File: src/rtl/fpu_pkg.sv
// Shared definitions for the FPU issue/sequencing logic: one-hot op
// indices, op-class helpers, FSM state encoding and ALU op codes.
package fpu_pkg;

    localparam int OP_W    = 10;

    localparam int OP_MVRF = 0;
    localparam int OP_MVFR = 1;
    localparam int OP_CRF  = 2;
    localparam int OP_CFR  = 3;
    localparam int OP_CURF = 4;
    localparam int OP_CUFR = 5;
    localparam int OP_FADD = 6;
    localparam int OP_FSUB = 7;
    localparam int OP_FMUL = 8;
    localparam int OP_FDIV = 9;

    localparam logic ALU_MUL = 1'b0;
    localparam logic ALU_DIV = 1'b1;

    typedef enum logic [2:0] {
        IDLE  = 3'd0,
        EXEC  = 3'd1,
        REQ   = 3'd2,
        ISSUE = 3'd3,
        WAIT  = 3'd4,
        DONE  = 3'd5
    } seq_state_t;

    // True when the op needs the shared integer multiplier/divider.
    function automatic logic is_alu_op(input logic [OP_W-1:0] sel);
        return sel[OP_FMUL] | sel[OP_FDIV];
    endfunction

endpackage

File: src/rtl/onehot_check.sv
// Flags a vector that has exactly one bit set.
module onehot_check #(
    parameter int W = 10
) (
    input  logic [W-1:0] vec,
    output logic         valid
);

    logic [W-1:0] vec_m1_s;

    // Clearing the lowest set bit leaves zero only for a single-bit vector.
    always_comb begin
        vec_m1_s = vec - W'(1);
        valid    = (vec != {W{1'b0}}) && ((vec & vec_m1_s) == {W{1'b0}});
    end

endmodule

File: src/rtl/fpu_sequencer.sv
// Issue controller in front of the combinational FPU. Single-cycle ops
// run in EXEC; fmul/fdiv borrow the shared ALU mul/div and wait for it,
// with a bounded wait and abort on lost grant.
module fpu_sequencer
    import fpu_pkg::*;
#(
    parameter int WAIT_LIMIT = 64,
    parameter int CNT_W      = 7
) (
    input  logic        clk,
    input  logic        clr,
    input  logic        start,
    input  logic [9:0]  select,
    output logic        ready,
    output logic        stall,
    output logic [9:0]  fpu_select,
    input  logic [31:0] fpu_z,
    input  logic        fpu_illegal,
    output logic        alu_req,
    input  logic        alu_gnt,
    output logic        alu_start,
    output logic        alu_op,
    input  logic        alu_done,
    output logic [31:0] z,
    output logic        illegal,
    output logic        done
);

    seq_state_t       state_r;
    seq_state_t       state_next_s;
    logic [CNT_W-1:0] count_r;
    logic             sel_valid_s;
    logic             accept_s;
    logic             capture_s;
    logic             abort_s;

    onehot_check #(.W(OP_W)) u_onehot_check (
        .vec   (select),
        .valid (sel_valid_s)
    );

    // Next-state logic plus the capture/abort decisions for the result registers.
    always_comb begin
        state_next_s = state_r;
        accept_s     = 1'b0;
        capture_s    = 1'b0;
        abort_s      = 1'b0;
        case (state_r)
            IDLE: begin
                if (start) begin
                    accept_s = 1'b1;
                    if (!sel_valid_s) begin
                        abort_s      = 1'b1;
                        state_next_s = DONE;
                    end else if (is_alu_op(select)) begin
                        state_next_s = REQ;
                    end else begin
                        state_next_s = EXEC;
                    end
                end else begin
                    state_next_s = IDLE;
                end
            end
            EXEC: begin
                capture_s    = 1'b1;
                state_next_s = DONE;
            end
            REQ: begin
                if (alu_gnt) begin
                    state_next_s = ISSUE;
                end else begin
                    state_next_s = REQ;
                end
            end
            ISSUE: begin
                state_next_s = WAIT;
            end
            WAIT: begin
                // A result arriving on the timeout cycle still counts.
                if (alu_done) begin
                    capture_s    = 1'b1;
                    state_next_s = DONE;
                end else if ((count_r == CNT_W'(WAIT_LIMIT - 1)) || !alu_gnt) begin
                    abort_s      = 1'b1;
                    state_next_s = DONE;
                end else begin
                    state_next_s = WAIT;
                end
            end
            DONE: begin
                state_next_s = IDLE;
            end
            default: begin
                state_next_s = IDLE;
            end
        endcase
    end

    // State register and control outputs registered from the next state.
    always_ff @(posedge clk or posedge clr) begin
        if (clr) begin
            state_r   <= IDLE;
            ready     <= 1'b1;
            stall     <= 1'b0;
            alu_req   <= 1'b0;
            alu_start <= 1'b0;
            done      <= 1'b0;
        end else begin
            state_r   <= state_next_s;
            ready     <= (state_next_s == IDLE);
            stall     <= (state_next_s != IDLE);
            alu_req   <= (state_next_s == REQ) || (state_next_s == ISSUE) ||
                         (state_next_s == WAIT);
            alu_start <= (state_next_s == ISSUE);
            done      <= (state_next_s == DONE);
        end
    end

    // Op latch, wait counter and result registers.
    always_ff @(posedge clk or posedge clr) begin
        if (clr) begin
            fpu_select <= 10'd0;
            alu_op     <= ALU_MUL;
            count_r    <= {CNT_W{1'b0}};
            z          <= 32'd0;
            illegal    <= 1'b0;
        end else begin
            if (accept_s) begin
                fpu_select <= sel_valid_s ? select : 10'd0;
                alu_op     <= select[OP_FDIV] ? ALU_DIV : ALU_MUL;
            end else if (state_r == DONE) begin
                fpu_select <= 10'd0;
            end

            if (state_r == ISSUE) begin
                count_r <= {CNT_W{1'b0}};
            end else if (state_r == WAIT) begin
                count_r <= count_r + CNT_W'(1);
            end

            if (capture_s) begin
                z       <= fpu_z;
                illegal <= fpu_illegal;
            end else if (abort_s) begin
                z       <= 32'd0;
                illegal <= 1'b1;
            end
        end
    end

endmodule

File: config.mk
export PLATFORM = sky130hd
export DESIGN_NAME = fpu_sequencer
export DESIGN_NICKNAME = d
export VERILOG_FILES = /design/src/rtl/fpu_pkg.sv /design/src/rtl/onehot_check.sv /design/src/rtl/fpu_sequencer.sv
export SDC_FILE = /design/constraint.sdc
export NUM_CORES = 1
export LEC_CHECK = 0
export CAP_MARGIN = 15
export CORE_ASPECT_RATIO = 0.9
export CORE_UTILIZATION = 39
export CTS_CLUSTER_SIZE = 25
export DETAILED_ROUTE_END_ITERATION = 16
export PLACE_DENSITY = 0.75
export SLEW_MARGIN = 20
export SYNTH_ARGS = -nofsm -noshare
export SYNTH_HDL_FRONTEND = slang
export SYNTH_SLANG_ARGS = --single-unit
File: constraint.sdc
create_clock -name clk -period 2.04 [get_ports clk]
set_input_delay 0.306 -clock clk [delete_from_list [all_inputs] [get_ports clk]]
set_output_delay 0.306 -clock clk [all_outputs]
set_load 0.01 [all_outputs]
======== Word-level counts from Yosys, hierarchy flattened ========
Index checks and enable logic that the tools add are counted.
storage, ports and cells
  register bits after elaboration ......... 59
  bits of input ports ..................... 48
  output and inout bits ................... 49
  word-level logic and storage cells ...... 64
operators by class
  add/sub/neg operators ................... 2
  equal/unequal tests ..................... 10
  muxes and demuxes ....................... 26
  bitwise logic cells ..................... 2
  reductions and logical operators ........ 13
operators by type and width
  cell                                                  count
  two-way mux 32 bit                                    2
  two-way mux 10 bit                                    3
  one-hot mux 3 bit (5 select lines)                    1
  two-way mux 7 bit                                     2
  two-way mux 1 bit                                     13
  equality test 3 x 2 -> 1 bit (second input constant)  4
  equality test 3 bit (second input constant)           4
  AND 10 bit                                            1
  logical NOT 10 bit                                    1
  nonzero test 10 bit                                   1
  subtractor 10 x 1 -> 10 bit (second input constant)   1
  adder 7 x 1 -> 7 bit (second input constant)          1
  equality test 7 x 6 -> 1 bit (second input constant)  1
  logical NOT 3 bit                                     2
  two-way mux 3 bit                                     2
  nonzero test 2 bit                                    3
  one-hot mux 1 bit (2 select lines)                    2
  equality test 3 x 1 -> 1 bit (second input constant)  1
  logical OR 1 bit                                      3
  nonzero test 3 bit                                    1
  two-way mux 2 bit                                     1
  logical AND 1 bit                                     1
  logical NOT 1 bit                                     1
  bitwise OR 1 bit                                      1

======== Logic depth before layout (Yosys ltp) ========
Gate-level depths: netlist (run 1).
  depth after elaboration ................. 10
  mapped depth ............................ 9
  mapped depth without buffers ............ 8

======== Cells and area by module ========
Synthesis (run 1) repeated with hierarchy kept, for this count alone.
second synthesis, totals
  cells, all modules ...................... 195
  area total of the unflattened synthesis .. 2544.9 um2
modules (own cells, without submodules)
  module         instances  cells an instance  area an instance (um2)  sequential area each (um2)
  fpu_sequencer  1          179                2428.6                  1477.7
  onehot_check   1          16                 116.4                   0.0

======== Least setup slack after synthesis (run 1) ========
Ideal clock, no wire load.
  path type ............................... input to register
  start ................................... input select[3]
  end ..................................... register illegal
  library setup time ...................... 138 ps
  arrival time ............................ 1978 ps
  data required time ...................... 1902 ps
  slack ................................... -75 ps
  stages on the path ...................... 8
  path buffers ............................ 1
  path through ............................ or4_4 or4_4 o211ai_2 o22a_1 and2_4 buf_12 inv_2 a2bb2oi_1
between the ends
  longest elaborated chain between the ends .. 8
  elaborated cells on any way between the ends .. 9
  those cells by class .................... add/sub (1); mux (3); bitwise (1); reduce/logical (4)
ends and longest elaborated chain
  item                                  RTL line              RTL
  start: declaration                    fpu_sequencer.sv:13   input logic [9:0] select,
  subtractor 10 x 1 -> 10 bit           onehot_check.sv:13    vec_m1_s = vec - W'(1);
  AND 10 bit                            onehot_check.sv:14    valid = (vec != {W{1'b0}}) && ((vec & vec_m1_s) == {W{1'b0}});
  logical NOT 10 bit                    onehot_check.sv:14
  logical AND 1 bit *                   onehot_check.sv:14
  two-way mux 1 bit *                   fpu_sequencer.sv:52   if (!sel_valid_s) begin
  two-way mux 1 bit *                   fpu_sequencer.sv:50   if (start) begin
  one-hot mux 1 bit (2 select lines) *  fpu_sequencer.sv:48   case (state_r)
  nonzero test 2 bit (no line) *        n/a
  end signal: assignment                fpu_sequencer.sv:143  illegal <= fpu_illegal;
  end: declaration                      fpu_sequencer.sv:25   output logic illegal,
Mark *: on every way between the ends. The rest lies on a longest branch, timed or not.
A chain may end at the register's enable or synchronous reset.

======== Worst setup path after layout (run 1) ========
Same ends and word-level chain as after synthesis.

==> results of run 1 <==
-- worst max-delay path, cell delays in order --
cell and delay (ns):
clkdlybuf4s15_1 0.18, or4_4 0.55, or4_4 0.43, o211ai_2 0.08, o22a_1 0.15, and2_4 0.22, buf_6 0.12, inv_2 0.03
a2bb2oi_1 0.12
-- worst min path at each step --
stage,startpoint,to,slack [ns],depth (start not counted)
2_1_floorplan,select[9],alu_op,0.41,2
3_3_place_gp,alu_op,alu_op,0.46,2
3_5_place_dp,alu_op,alu_op,0.48,2
4_1_cts,clr,illegal,0.36,3
5_1_grt,clr,z[18],0.37,3
6_report,clr,z[31],0.36,3
-- per-layer routing --
metal | vias up | GRT usage
li1 | 1064 | -
met1 | 1136 | 0.2611
met5 | - | 0
met2 | 83 | 0.3323
met3 | 4 | 0.08097
met4 | 0 | 0.05000
-- registers in the layout, indices dropped and copies added (netlist names) --
name        count
state_r         3
ready           1
stall           1
alu_start       1
z              32
alu_req         1
done            1
count_r         7
alu_op          1
illegal         1
fpu_select     10
-- cell type report --
cell class              count  share of cell area
clock buffers              10             0.03365
clock inverters             5             0.01897
inverters                   6            0.005506
multi-input cells         138              0.2377
flip-flops and latches     59              0.3616
well taps                  87             0.02661
repair buffers            135              0.3160
-- stage by stage --
step,worst slack [ns],utilization
floorplan,-0.05992,-
global placement,-0.5638,0.6049
detailed placement,-0.6198,0.6049
CTS,0.004081,0.6539
global route,-0.05402,0.6616
finish,0.05678,0.6616
-- cells in the mapped netlist (2+ instances only) --
| cell | number | area (um2) |
|---|---|---|
| nand4_1 | 2 | 12.51 |
| nor2_1 | 15 | 56.30 |
| or3_1 | 4 | 25.02 |
| dfrtp_1 | 58 | 1451 |
| nand3_1 | 3 | 15.01 |
| inv_1 | 5 | 18.77 |
| nand2_1 | 14 | 52.55 |
| a22o_1 | 43 | 376.6 |
| xnor2_1 | 2 | 17.52 |
| or2_2 | 2 | 12.51 |
| o22ai_1 | 2 | 12.51 |
| a21oi_1 | 14 | 70.07 |
| nor2b_1 | 2 | 12.51 |
| or4_4 | 2 | 22.52 |
| buf_12 | 4 | 80.08 |
| nand2b_1 | 2 | 12.51 |
| o21ai_0 | 8 | 40.04 |
| a21o_1 | 3 | 22.52 |
| clkbuf_1 | 7 | 26.28 |
| nor3_1 | 5 | 25.02 |
-- cell usage in the layout, fill, tap and decap left out, types with 3 or more instances in the layout --
master            n
dfrtp_1          57
clkdlybuf4s15_1   3
inv_1             4
buf_6             3
a22o_1           43
o21ai_0           6
clkdlybuf4s50_1  89
nor3_1            5
or3_4             3
nor2_1           14
buf_4            33
a21oi_1          12
clkbuf_8         10
dlygate4sd2_1     4
nand2_1          13
nand3_1           3
a21o_1            3
-- what timing repair did --
item / in CTS / in global routing
endpoints found under the setup margin: 42 / 39
resized for setup: 18 / 13
pin swaps: 4 / 11
gates cloned: 1 / 0
buffers inserted: 3 / 4
-- logic make-up (layout without fill, tap and decap cells) --
logic type,after synthesis,after routing
AO/OA/AOI/OAI,77,77
XOR/XNOR,2,2
adder cells (fa/ha/maj),2,2
buffers and inverters,18,156
flip-flops,59,59
AND/OR/NAND/NOR,57,57
-- report_power, final --
group          total, uW  internal [uW]  switching (uW)
Sequential          1800           1560             240
Combinational       2500           1400            1100
Clock               1170            710             463
Total               5480           3670            1810
==> results.json, run 1 <==
{
  "drive_gt1_frac": 0.2125,
  "hold_viol_final": 0,
  "drt_first_pass_iters": 5,
  "crit_required_ns": 2.25,
  "via_count": 2287,
  "grt_pass1_wl_um": 10580,
  "hp-class": "in -> async",
  "route.detailed.drc": 0,
  "wl_met1_um": 3055,
  "timing.fmax_mhz": 504.2,
  "reg2reg_depth": 8,
  "wirelength_um": 6838,
  "cp.arrival_ns": 2.19,
  "relSlewSlack": 0.7273,
  "start_util": 0.4084,
  "vdd_drop_max_v": 0.0005916,
  "worst_pin_slew_ns": 0.4034,
  "ys_warn_count": 0,
  "synth_compound_area_frac": 0.2309,
  "via_per_inst": 5.198,
  "fin_skew_ns": 0.006161,
  "crit_path_end_kind": "register",
  "setup_viol": 0,
  "finalNonFillerCells": 440,
  "antenna_left": 0,
  "n_fill_cell": 491,
  "fp.dieH_um": 78.34,
  "seqCellArea_mm2": 0.001479,
  "synth_top_family_by_area": "compound AO/OA/AOI/OAI gates",
  "grt.total_usage": 0.2068,
  "htreeDepth": 3,
  "fin_hold_ws_ns": 0.3591,
  "synth.net_count": 264,
  "grt_max_degree": 60,
  "fin_tns_setup_ns": 0,
  "numCtsBuffers": 9,
  "dpl_cell_area_mm2": 0.003740,
  "die_area_mm2": 0.006801,
  "outcome": "completed",
  "fin_nets": 398,
  "cts_buffer_depth": 2,
  "path_class": "in -> reg",
  "total_power_uw": 5479,
  "synth.distinct_cells": 38,
  "ys.flop_type": "dfrtp_1",
  "cap_violations": 0,
  "detailroute.wirelength.met2_um": 3220,
  "clkTransAtPathRegs_ns": 0.07,
  "clock_sinks": 59,
  "placed_cells": 418,
  "top_layer": "met4",
  "crit_path_start_kind": "input pin",
  "port_buffers": 96,
  "clk_latency_ns": 0.34,
  "die_w_um": 86.82,
  "powerDensity_mw_per_mm2": 1340,
  "wl_per_cell_um": 15.54,
  "coreArea_mm2": 0.006182,
  "drv_slew": 0,
  "multi_input_area_um2": 972.2,
  "design_area_mm2": 0.004090,
  "syn_avg_cell_area_um2": 11.74,
  "crit_path_max_fanout": 7,
  "antenna_found_initial": 0,
  "drt_iter0_drc": 124,
  "routabilityCongestion": 0.8784,
  "critPathLaunch": "select[3]",
  "gr-total-overflow": 0,
  "syn_to_final_growth_pct": 61.99,
  "num_io_pins": 97,
  "first_global_vias": 2199,
  "dp_hpwl_um": 4522,
  "r2r_start": "count_r[1]",
  "netlist_area_mm2": 0.002525,
  "synth_mux_area_frac": 0,
  "synth-seq-area-share": 0.5852,
  "clockRootBuffer": "clkbuf_8",
  "insertedDiodeCount": 0,
  "synth-xor-area-share": 0.006938,
  "synth_simple_gate_area_share": 0.1150,
  "synth_edf_count": 0,
  "p_leak_uw": 0.001818,
  "syn_inst": 215,
  "met3WireLength_um": 518,
  "reg2reg_slack_ns": 0.07,
  "cp-endpoint": "illegal",
  "fp-row-count": 27,
  "async_reset_ff_frac": 1.000,
  "finalCritPeriodShare": 0.9722,
  "min_period_ns": 1.983,
  "ys_ff_latch": 59,
  "timing.rr.end": "z[31]",
  "cts_tree": "done",
  "synthAdderAreaFrac": 0.008920,
  "cts_hold_buf": 0
}
No activity file was read; power rests on OpenSTA's default activity.
==> run 2, diff against run 1 <==
- CELL_PAD_IN_SITES_DETAIL_PLACEMENT: default -> 0
- CELL_PAD_IN_SITES_GLOBAL_PLACEMENT: default -> 1
- CORE_UTILIZATION: 39 -> 30
- PLACE_DENSITY: 0.75 -> default
- PLACE_DENSITY_LB_ADDON: default -> 0.1
==> run 2 against run 1 <==
Against the previous run: register-to-register slack hardly changed; die area rose by 29%; final cell count up 4.5%; largest power group unchanged; highest routed layer unchanged.
==> results.json, run 2 (synthesis results as in run 1) <==
{
  "hold_viol_final": 0,
  "htreeDepth": 3,
  "wirelength_um": 7029,
  "reg_top3": "z: 32 flops, fpu_select: 10 flops, count_r: 7 flops",
  "antenna_left": 0,
  "cts_buffer_depth": 2,
  "fp-row-count": 31,
  "insertedDiodeCount": 0,
  "powerDensity_mw_per_mm2": 1368,
  "cts_tree": "done",
  "setup_viol": 0,
  "grt_pass1_wl_um": 11470,
  "die_w_um": 98.71,
  "placed_cells": 434,
  "antenna_found_initial": 0,
  "total_power_uw": 5754,
  "final_cell_mix": "clkdlybuf4s50_1, dfrtp_1, a22o_1, buf_4, nor2_1",
  "clockRootBuffer": "clkbuf_8",
  "largest_reg_flops": 32,
  "vdd_drop_max_v": 0.0004202,
  "via_count": 2216,
  "die_area_mm2": 0.008788,
  "wl_per_cell_um": 15.28,
  "first_global_vias": 2232,
  "port_buffers": 96,
  "drt_iter0_drc": 42,
  "finalCritPeriodShare": 0.9683,
  "crit_required_ns": 2.26,
  "finalNonFillerCells": 460,
  "final_common_cell": "clkdlybuf4s50_1",
  "numCtsBuffers": 9,
  "relSlewSlack": 0.6991,
  "drv_slew": 0,
  "clkTransAtPathRegs_ns": 0.07,
  "route.detailed.drc": 0,
  "cap_violations": 0,
  "via_per_inst": 4.817,
  "num_io_pins": 97,
  "min_period_ns": 1.975,
  "path_class": "reg -> reg",
  "cts_hold_buf": 0,
  "timing.fmax_mhz": 506.2,
  "worst_pin_slew_ns": 0.4506,
  "fin_nets": 406,
  "syn_to_final_growth_pct": 66.55,
  "regMostFlops": "z",
  "clock_sinks": 59,
  "fp.dieH_um": 89.04,
  "start_util": 0.3115,
  "routabilityCongestion": 0.7050,
  "hp-class": "in -> async",
  "drive_gt1_frac": 0.2299,
  "crit_path_max_fanout": 6,
  "fin_skew_ns": 0.01006,
  "crit_path_start_kind": "register",
  "grt.total_usage": 0.1745,
  "outcome": "completed",
  "coreArea_mm2": 0.008107,
  "grt_max_degree": 34,
  "p_leak_uw": 0.001878,
  "dp_hpwl_um": 4667,
  "clk_latency_ns": 0.34,
  "cp.arrival_ns": 2.20,
  "crit_path_end_kind": "register",
  "gr-total-overflow": 0,
  "drt_first_pass_iters": 4
}
[run 2: worst max-delay path, stage by stage (launching register included)]
cell	delay [ns]
dfrtp_1	0.35
ha_2	0.19
nand2_2	0.06
or3_4	0.39
o21ai_4	0.17
a21oi_2	0.09
and2_4	0.17
buf_6	0.13
buf_16	0.12
a22o_1	0.19
[run 2: area by class of cell]
class / count / area [um2]
Inverter: 6 / 22.52
Sequential cell: 59 / 1479
Timing Repair Buffer: 143 / 1436
Clock buffer: 13 / 168.9
Fill cell: 717 / 3901
Clock inverter: 2 / 10.01
Tap cell: 99 / 123.9
Multi-Input combinational cell: 138 / 964.7
[run 2: per-layer routing]
layer / GRT usage / wire (um) / vias up
li1: - / - / 1089
met1: 0.2264 / 3465 / 1048
met2: 0.2759 / 3056 / 69
met3: 0.05864 / 416 / 10
met4: 0.06106 / 90 / 0
met5: 0 / 0 / -
[run 2: per-stage QoR]
| stage | setup TNS, ns | hold WS [ns] | area, um2 | setup WS [ns] | util |
|---|---|---|---|---|---|
| 4_1_cts | 0 | 0.2878 | 4193 | 0.05206 | 0.5172 |
| 6_report | 0 | 0.2867 | 4205 | 0.06461 | 0.5188 |
| 2_1_floorplan | -1.693 | 0.4114 | 2525 | -0.05992 | - |
| 3_5_place_dp | -23.45 | 0.4664 | 3810 | -0.5573 | 0.4700 |
| 5_1_grt | -0.01547 | 0.3152 | 4205 | -0.005895 | 0.5188 |
| 3_3_place_gp | -22.03 | 0.4785 | 3810 | -0.5100 | 0.4700 |
[run 2: path summary, 6_finish.rpt]
check / depth (start not counted) / slack, ns / endpoint / startpoint
setup / recovery: 9 / 0.06 / z[0] / count_r[1]
hold / removal: 2 / 0.29 / fpu_select[1] / clr
setup reg to reg: 9 / 0.06 / z[0] / count_r[1]
hold reg to reg: 1 / 0.49 / z[18] / z[18]
max in group asynchronous: 3 / 1.22 / ready / clr
min in group clk: 3 / 0.31 / fpu_select[4] / select[4]
[run 2: power breakdown]
group | internal [uW] | switching, uW
combinational | 1760 | 1230
clock | 530 | 438
sequential | 1560 | 232
[run 2: timing repair]
item                                    in CTS  in global routing
resized for setup                           35                  1
pin swaps                                   13                  0
gates cloned                                 3                  0
buffers inserted                             8                  1
endpoints found under the setup margin      44                 17
